--- src/rtl/uart_pkg.sv ---
// Shared UART definitions: state encoding, data width and parity helper.
package uart_pkg;

  localparam int unsigned DATA_BITS = 8;

  typedef enum logic [2:0] {
    IDLE,
    START,
    DATA,
    PARITY,
    STOP
  } uart_tx_state_t;

  // Even parity of the data word, inverted for odd parity.
  function automatic logic parity_bit(input logic [DATA_BITS-1:0] data, input logic odd);
    return (^data) ^ odd;
  endfunction

endpackage

--- src/rtl/uart_baud_cnt.sv ---
// Bit-period counter: runs 0..CLKS_PER_BIT-1, held at 0 while clear is high.
module uart_baud_cnt #(
  parameter int unsigned CLKS_PER_BIT = 434
) (
  input  logic clk,
  input  logic rst_n,
  input  logic clear,
  output logic bit_done,
  output logic bit_pre_done
);

  localparam int unsigned CNT_W = (CLKS_PER_BIT > 1) ? $clog2(CLKS_PER_BIT) : 1;
  localparam logic [CNT_W-1:0] TERM = CNT_W'(CLKS_PER_BIT - 1);
  localparam logic [CNT_W-1:0] PRE  = CNT_W'(CLKS_PER_BIT - 2);

  logic [CNT_W-1:0] cnt_q;

  // Count within the bit period, wrapping on terminal count.
  always_ff @(posedge clk or negedge rst_n) begin
    if (!rst_n) begin
      cnt_q <= '0;
    end else if (clear || (cnt_q == TERM)) begin
      cnt_q <= '0;
    end else begin
      cnt_q <= cnt_q + CNT_W'(1);
    end
  end

  // Decodes of the counter register; pre_done lets callers register strobes that land on bit_done.
  assign bit_done     = !clear && (cnt_q == TERM);
  assign bit_pre_done = !clear && (cnt_q == PRE);

endmodule

--- src/rtl/uart_tx.sv ---
// UART transmitter draining a FWFT FIFO: start, 8 data bits LSB-first, optional parity, 1 or 2 stops.
module uart_tx
  import uart_pkg::*;
#(
  parameter int unsigned CLKS_PER_BIT = 434,
  parameter int unsigned PARITY_EN    = 0,
  parameter int unsigned PARITY_ODD   = 0,
  parameter int unsigned STOP_BITS    = 1
) (
  input  logic                 uart_tx_clk_i,
  input  logic                 uart_tx_rst_n_i,
  input  logic                 uart_tx_en_i,
  input  logic [DATA_BITS-1:0] fifo_data_i,
  input  logic                 fifo_empty_i,
  output logic                 fifo_rd_en_o,
  output logic                 uart_tx_o,
  output logic                 uart_tx_busy_o
);

  localparam logic       LAST_STOP = 1'(STOP_BITS - 1);
  localparam logic [2:0] LAST_BIT  = 3'(DATA_BITS - 1);

  uart_tx_state_t       state_q;
  logic [DATA_BITS-1:0] shift_q;
  logic [2:0]           bit_idx_q;
  logic                 stop_idx_q;
  logic                 parity_q;
  logic                 tx_q;
  logic                 busy_q;
  logic                 rd_en_q;

  logic                 baud_clear;
  logic                 bit_done;
  logic                 bit_pre_done;
  logic                 last_stop;
  logic                 pop_arm_d;
  logic [DATA_BITS-1:0] shift_d;
  logic                 parity_d;

  // Baud counter is parked while idle so every frame starts on a fresh bit period.
  assign baud_clear = (state_q == IDLE);

  uart_baud_cnt #(
    .CLKS_PER_BIT (CLKS_PER_BIT)
  ) u_baud_cnt (
    .clk          (uart_tx_clk_i),
    .rst_n        (uart_tx_rst_n_i),
    .clear        (baud_clear),
    .bit_done     (bit_done),
    .bit_pre_done (bit_pre_done)
  );

  // Pop is armed one cycle early so the registered strobe lands on the capture cycle.
  assign last_stop = (state_q == STOP) && (stop_idx_q == LAST_STOP);
  assign pop_arm_d = uart_tx_en_i && !fifo_empty_i && !rd_en_q &&
                     ((state_q == IDLE) || (last_stop && bit_pre_done));

  // FWFT head is valid while the strobe is high; capture it with its parity.
  assign shift_d  = fifo_data_i;
  assign parity_d = parity_bit(fifo_data_i, 1'(PARITY_ODD));

  // Frame sequencer with registered line, busy and pop outputs.
  always_ff @(posedge uart_tx_clk_i or negedge uart_tx_rst_n_i) begin
    if (!uart_tx_rst_n_i) begin
      state_q    <= IDLE;
      shift_q    <= '0;
      bit_idx_q  <= '0;
      stop_idx_q <= 1'b0;
      parity_q   <= 1'b0;
      tx_q       <= 1'b1;
      busy_q     <= 1'b0;
      rd_en_q    <= 1'b0;
    end else begin
      rd_en_q <= pop_arm_d;
      case (state_q)
        IDLE: begin
          if (rd_en_q) begin
            shift_q  <= shift_d;
            parity_q <= parity_d;
            tx_q     <= 1'b0;
            busy_q   <= 1'b1;
            state_q  <= START;
          end
        end
        START: begin
          if (bit_done) begin
            tx_q      <= shift_q[0];
            bit_idx_q <= '0;
            state_q   <= DATA;
          end
        end
        DATA: begin
          if (bit_done) begin
            shift_q <= shift_q >> 1;
            if (bit_idx_q == LAST_BIT) begin
              bit_idx_q <= '0;
              if (PARITY_EN != 0) begin
                tx_q    <= parity_q;
                state_q <= PARITY;
              end else begin
                tx_q       <= 1'b1;
                stop_idx_q <= 1'b0;
                state_q    <= STOP;
              end
            end else begin
              bit_idx_q <= bit_idx_q + 3'd1;
              tx_q      <= shift_q[1];
            end
          end
        end
        PARITY: begin
          if (bit_done) begin
            tx_q       <= 1'b1;
            stop_idx_q <= 1'b0;
            state_q    <= STOP;
          end
        end
        STOP: begin
          if (bit_done) begin
            if (!last_stop) begin
              stop_idx_q <= stop_idx_q + 1'b1;
            end else if (rd_en_q) begin
              shift_q    <= shift_d;
              parity_q   <= parity_d;
              tx_q       <= 1'b0;
              stop_idx_q <= 1'b0;
              state_q    <= START;
            end else begin
              stop_idx_q <= 1'b0;
              busy_q     <= 1'b0;
              state_q    <= IDLE;
            end
          end
        end
        default: begin
          tx_q    <= 1'b1;
          busy_q  <= 1'b0;
          state_q <= IDLE;
        end
      endcase
    end
  end

  assign fifo_rd_en_o   = rd_en_q;
  assign uart_tx_o      = tx_q;
  assign uart_tx_busy_o = busy_q;

endmodule

--- config.mk ---
export PLATFORM = sky130hd
export DESIGN_NAME = uart_tx
export DESIGN_NICKNAME = d
export VERILOG_FILES = /design/src/rtl/uart_pkg.sv /design/src/rtl/uart_baud_cnt.sv /design/src/rtl/uart_tx.sv
export SDC_FILE = /design/constraint.sdc
export NUM_CORES = 1
export LEC_CHECK = 0
export CAP_MARGIN = 20
export CORE_MARGIN = 8
export CORE_UTILIZATION = 50
export CTS_CLUSTER_DIAMETER = 80
export DETAILED_ROUTE_END_ITERATION = 10
export PLACE_DENSITY = 0.74
export SYNTH_ARGS = -nofsm -noshare
export SYNTH_HDL_FRONTEND = slang
export SYNTH_SLANG_ARGS = --single-unit
--- constraint.sdc ---
create_clock -name uart_tx_clk_i -period 1.8 [get_ports uart_tx_clk_i]
set_input_delay 0.54 -clock uart_tx_clk_i [delete_from_list [all_inputs] [get_ports uart_tx_clk_i]]
set_output_delay 0.54 -clock uart_tx_clk_i [all_outputs]
set_load 0.01 [all_outputs]
==> results.py <==
metrics = {
    "cts": {
        "cts-root-buf": "clkbuf_4",
        "cts_tree": "done",
        "clk_path_buf_depth": 2,
        "clock-sinks": 27,
        "clk_pin_slew_ns": 0.15,
        "clock_latency_ns": 0.32,
        "cts_buffers": 3,
        "htree_num_levels": 1,
    },
    "placement": {
        "place_congestion": 0.858,
        "dp.cells": 184,
        "place_ws_ns": -0.161,
        "portBuffers": 14,
        "hpwl_mm": 2.18,
    },
    "timing": {
        "hold_violations": 0,
        "fmax_mhz": 538,
        "drv_slew": 0,
        "setup_tns_ns": -0.413,
        "min_period_over_period_pct": 103,
        "fin_ws_ns": -0.0594,
        "slew_headroom_pct": 76.4,
        "setup_violations": 8,
        "layout_min_cycle_time_ns": 1.86,
        "tightest_slew_ns": 0.354,
        "rsz0062_at_grt": "yes",
        "fin_skew_ns": 0.00295,
    },
    "pwr": {
        "power.density_nw_per_um2": 914,
        "power.internal_w": 0.00116,
        "clkPwrFrac_pct": 15.7,
        "p_leak_nw": 0.890,
        "seq_power_share_pct": 50.8,
        "switching_share_pct": 31.4,
        "power_w": 0.00169,
        "p_switching_w": 0.000531,
        "peakVddDrop_mv": 0.693,
        "combPwrFrac_pct": 33.5,
    },
    "global_routing": {
        "overflow": 0,
        "grt_pass1_vias": 1202,
        "grt_antenna_before_repair": 0,
        "grt_pass1_wl_mm": 5.64,
        "grt_use_total_pct": 13.6,
        "grt_max_degree": 28,
    },
    "worst_setup_path": {
        "ff2ff_setup_slack_ns": -0.06,
        "start_kind": "flip-flop",
        "cp_top_family": "flip-flops",
        "slowest_stage": "dfrtp_1",
        "worstReg2RegEnd": "shift_q[1]$_DFFE_PN0P_",
        "worstPathBufferInverterCount": 2,
        "endpoint_kind": "flip-flop",
        "required_ns": 2.02,
        "critPathMaxFanout": 8,
        "r2r-start": "u_baud_cnt.cnt_q[3]$_DFF_PN0_",
        "critPathMaxStageDelay_ns": 0.44,
        "path_cells": "nor4b_4 -> buf_4 -> nand4b_4 -> a32oi_4 -> buf_12 -> mux2_4",
        "worst-r2r-cell-count": 6,
        "arrival_ns": 2.08,
        "crit_type": "reg -> reg",
    },
    "floorplan": {
        "die_y_um": 69.9,
        "start_util_pct": 52.6,
        "rows": 19,
        "die_width_um": 69.9,
        "die_area_sq_um": 4880,
        "io_pins": 15,
        "core_area_sq_um": 2760,
    },
    "outcome": {
        "outcome": "finished with violations",
        "violations": "setup timing",
    },
    "detailed_routing": {
        "routed_wl_mm": 3.15,
        "drt-vias-per-instance": 5.76,
        "first_pass_iters": 4,
        "drt_iter0_markers": 72,
        "wl_per_cell_um": 16.3,
        "ant_nets": 0,
        "drc": 0,
        "route.vias.total": 1112,
    },
    "yosys": {
        "yosysSeqAreaShare_pct": 46.7,
        "netlist.area_leader.share_pct": 44.9,
        "synth_top_area_cell": "dfrtp_1",
        "synth_cell_types": 35,
        "synth_area_leaders": "dfrtp_1 45%, mux2_2 11%, ha_1 4.3%, nor2_1 3.1%, nand3_1 2.4%",
        "synth_area_sq_um": 1450,
        "syn_area_per_cell_sq_um": 11.2,
        "synth-seq-cells": 27,
        "syn_inst": 130,
        "synth_nets": 147,
        "yosysWarningCount": 0,
    },
    "finish": {
        "seq_area_sq_um": 677,
        "diodes": 0,
        "n_fill_cell": 227,
        "fin_cells": 193,
        "mostFrequentLayoutCells": "26 x dfrtp_1, 19 x buf_4, 12 x nor2_1, 11 x clkdlybuf4s50_1, 8 x mux2_4",
        "drive_gt1_share_pct": 30.2,
        "finish.net_count": 180,
        "final_common_cell": "dfrtp_1",
        "area_delta_synth_final_pct": 27.6,
        "multi_input_area_sq_um": 779,
    },
    "worst_hold_path": {
        "hp-class": "reg -> reg",
        "hold_end": "shift_q[5]$_DFFE_PN0P_",
        "hold_path_depth": 1,
        "hp-start": "shift_q[5]$_DFFE_PN0P_",
    },
    "flow_run": {
        "max_cap_viol_count": 0,
    },
}
-- area by class of cell --
type | count | area share [%]
Timing Repair Buffer | 34 | 16.6
Multi-Input combinational cell | 91 | 42.1
Inverter | 6 | 1.22
Clock buffer | 4 | 1.42
Sequential cell | 27 | 36.6
Tap cell | 31 | 2.10
-- stage by stage --
| step | utilization, % | instance area, sq um | hold slack [ns] |
|---|---|---|---|
| floorplan | - | 1460 | 0.244 |
| global placement | 62.2 | 1720 | 0.484 |
| detailed placement | 62.2 | 1720 | 0.492 |
| CTS | 65.9 | 1820 | 0.528 |
| global route | 67.1 | 1850 | 0.539 |
| finish | 67.1 | 1850 | 0.527 |
-- power groups by stage --
stage	registers, W	logic [W]	clock network, W
4_1_cts	0.000855	0.000567	0.000271
2_1_floorplan	0.000845	0.000307	0
5_1_grt	0.000879	0.000619	0.000294
6_report	0.000859	0.000567	0.000266
3_5_place_dp	0.000865	0.000503	0
3_3_place_gp	0.000849	0.000477	0
-- sequential cells by signal (all words and copies together) (netlist names) --
register / cells
shift_q: 8
uart_tx_busy_o: 1
fifo_rd_en_o: 1
stop_idx_q: 1
u_baud_cnt.cnt_q: 9
uart_tx_o: 1
state_q: 3
bit_idx_q: 3
-- Yosys cell counts, drive strengths merged --
cell,number
o21a,1
nor4b,1
a31o,1
buf,2
dfstp,1
o21ai,2
dfrtp,26
a21boi,1
or3b,1
mux2,15
nor3,1
nand3,7
or3,3
a31oi,2
clkbuf,4
inv,6
nand2,5
a22o,3
and3,5
nor2b,1
nor3b,1
a21oi,5
nor2,13
o41ai,2
a32oi,1
xnor2,4
ha,5
nand4b,2
xor2,3
o31ai,3
nand4,1
o211ai,2
-- how the worst max path moves through the flow --
stage	slack, ns	to	cells after the start	start
floorplan	-0.03	shift_q[0]$_DFFE_PN0P_	4	u_baud_cnt.cnt_q[3]$_DFF_PN0_
global placement	-0.06	shift_q[5]$_DFFE_PN0P_	4	u_baud_cnt.cnt_q[3]$_DFF_PN0_
detailed placement	-0.16	shift_q[1]$_DFFE_PN0P_	4	u_baud_cnt.cnt_q[3]$_DFF_PN0_
CTS	-0.01	shift_q[1]$_DFFE_PN0P_	6	u_baud_cnt.cnt_q[6]$_DFF_PN0_
global route	-0.13	shift_q[2]$_DFFE_PN0P_	6	u_baud_cnt.cnt_q[3]$_DFF_PN0_
finish	-0.06	shift_q[1]$_DFFE_PN0P_	6	u_baud_cnt.cnt_q[3]$_DFF_PN0_
-- cells by family after synthesis --
group,share of synthesized area (%)
xor+xnor,4.23
fa+ha+maj,4.31
simple gates,17.1
compound gates,12.4
buf+inv,3.62
flops,46.7
mux,11.6
-- timing repair --
action                                 4_1_cts  5_1_grt
resized for setup                            9        5
endpoints found under the hold margin        0        0
hold buffers                                 0        0
pin swaps                                    3        2
buffers inserted                             4        1
setup endpoints to repair                   10       15
-- routing by layer --
layer,GRT usage [%],routed length (um),vias to the layer above
li1,-,-,530
met2,22.3,1520,29
met3,3.11,134,8
met1,16.5,1430,545
met5,0,0,-
met4,5.80,60,0
Note: power is estimated with default switching activity, not from simulation.
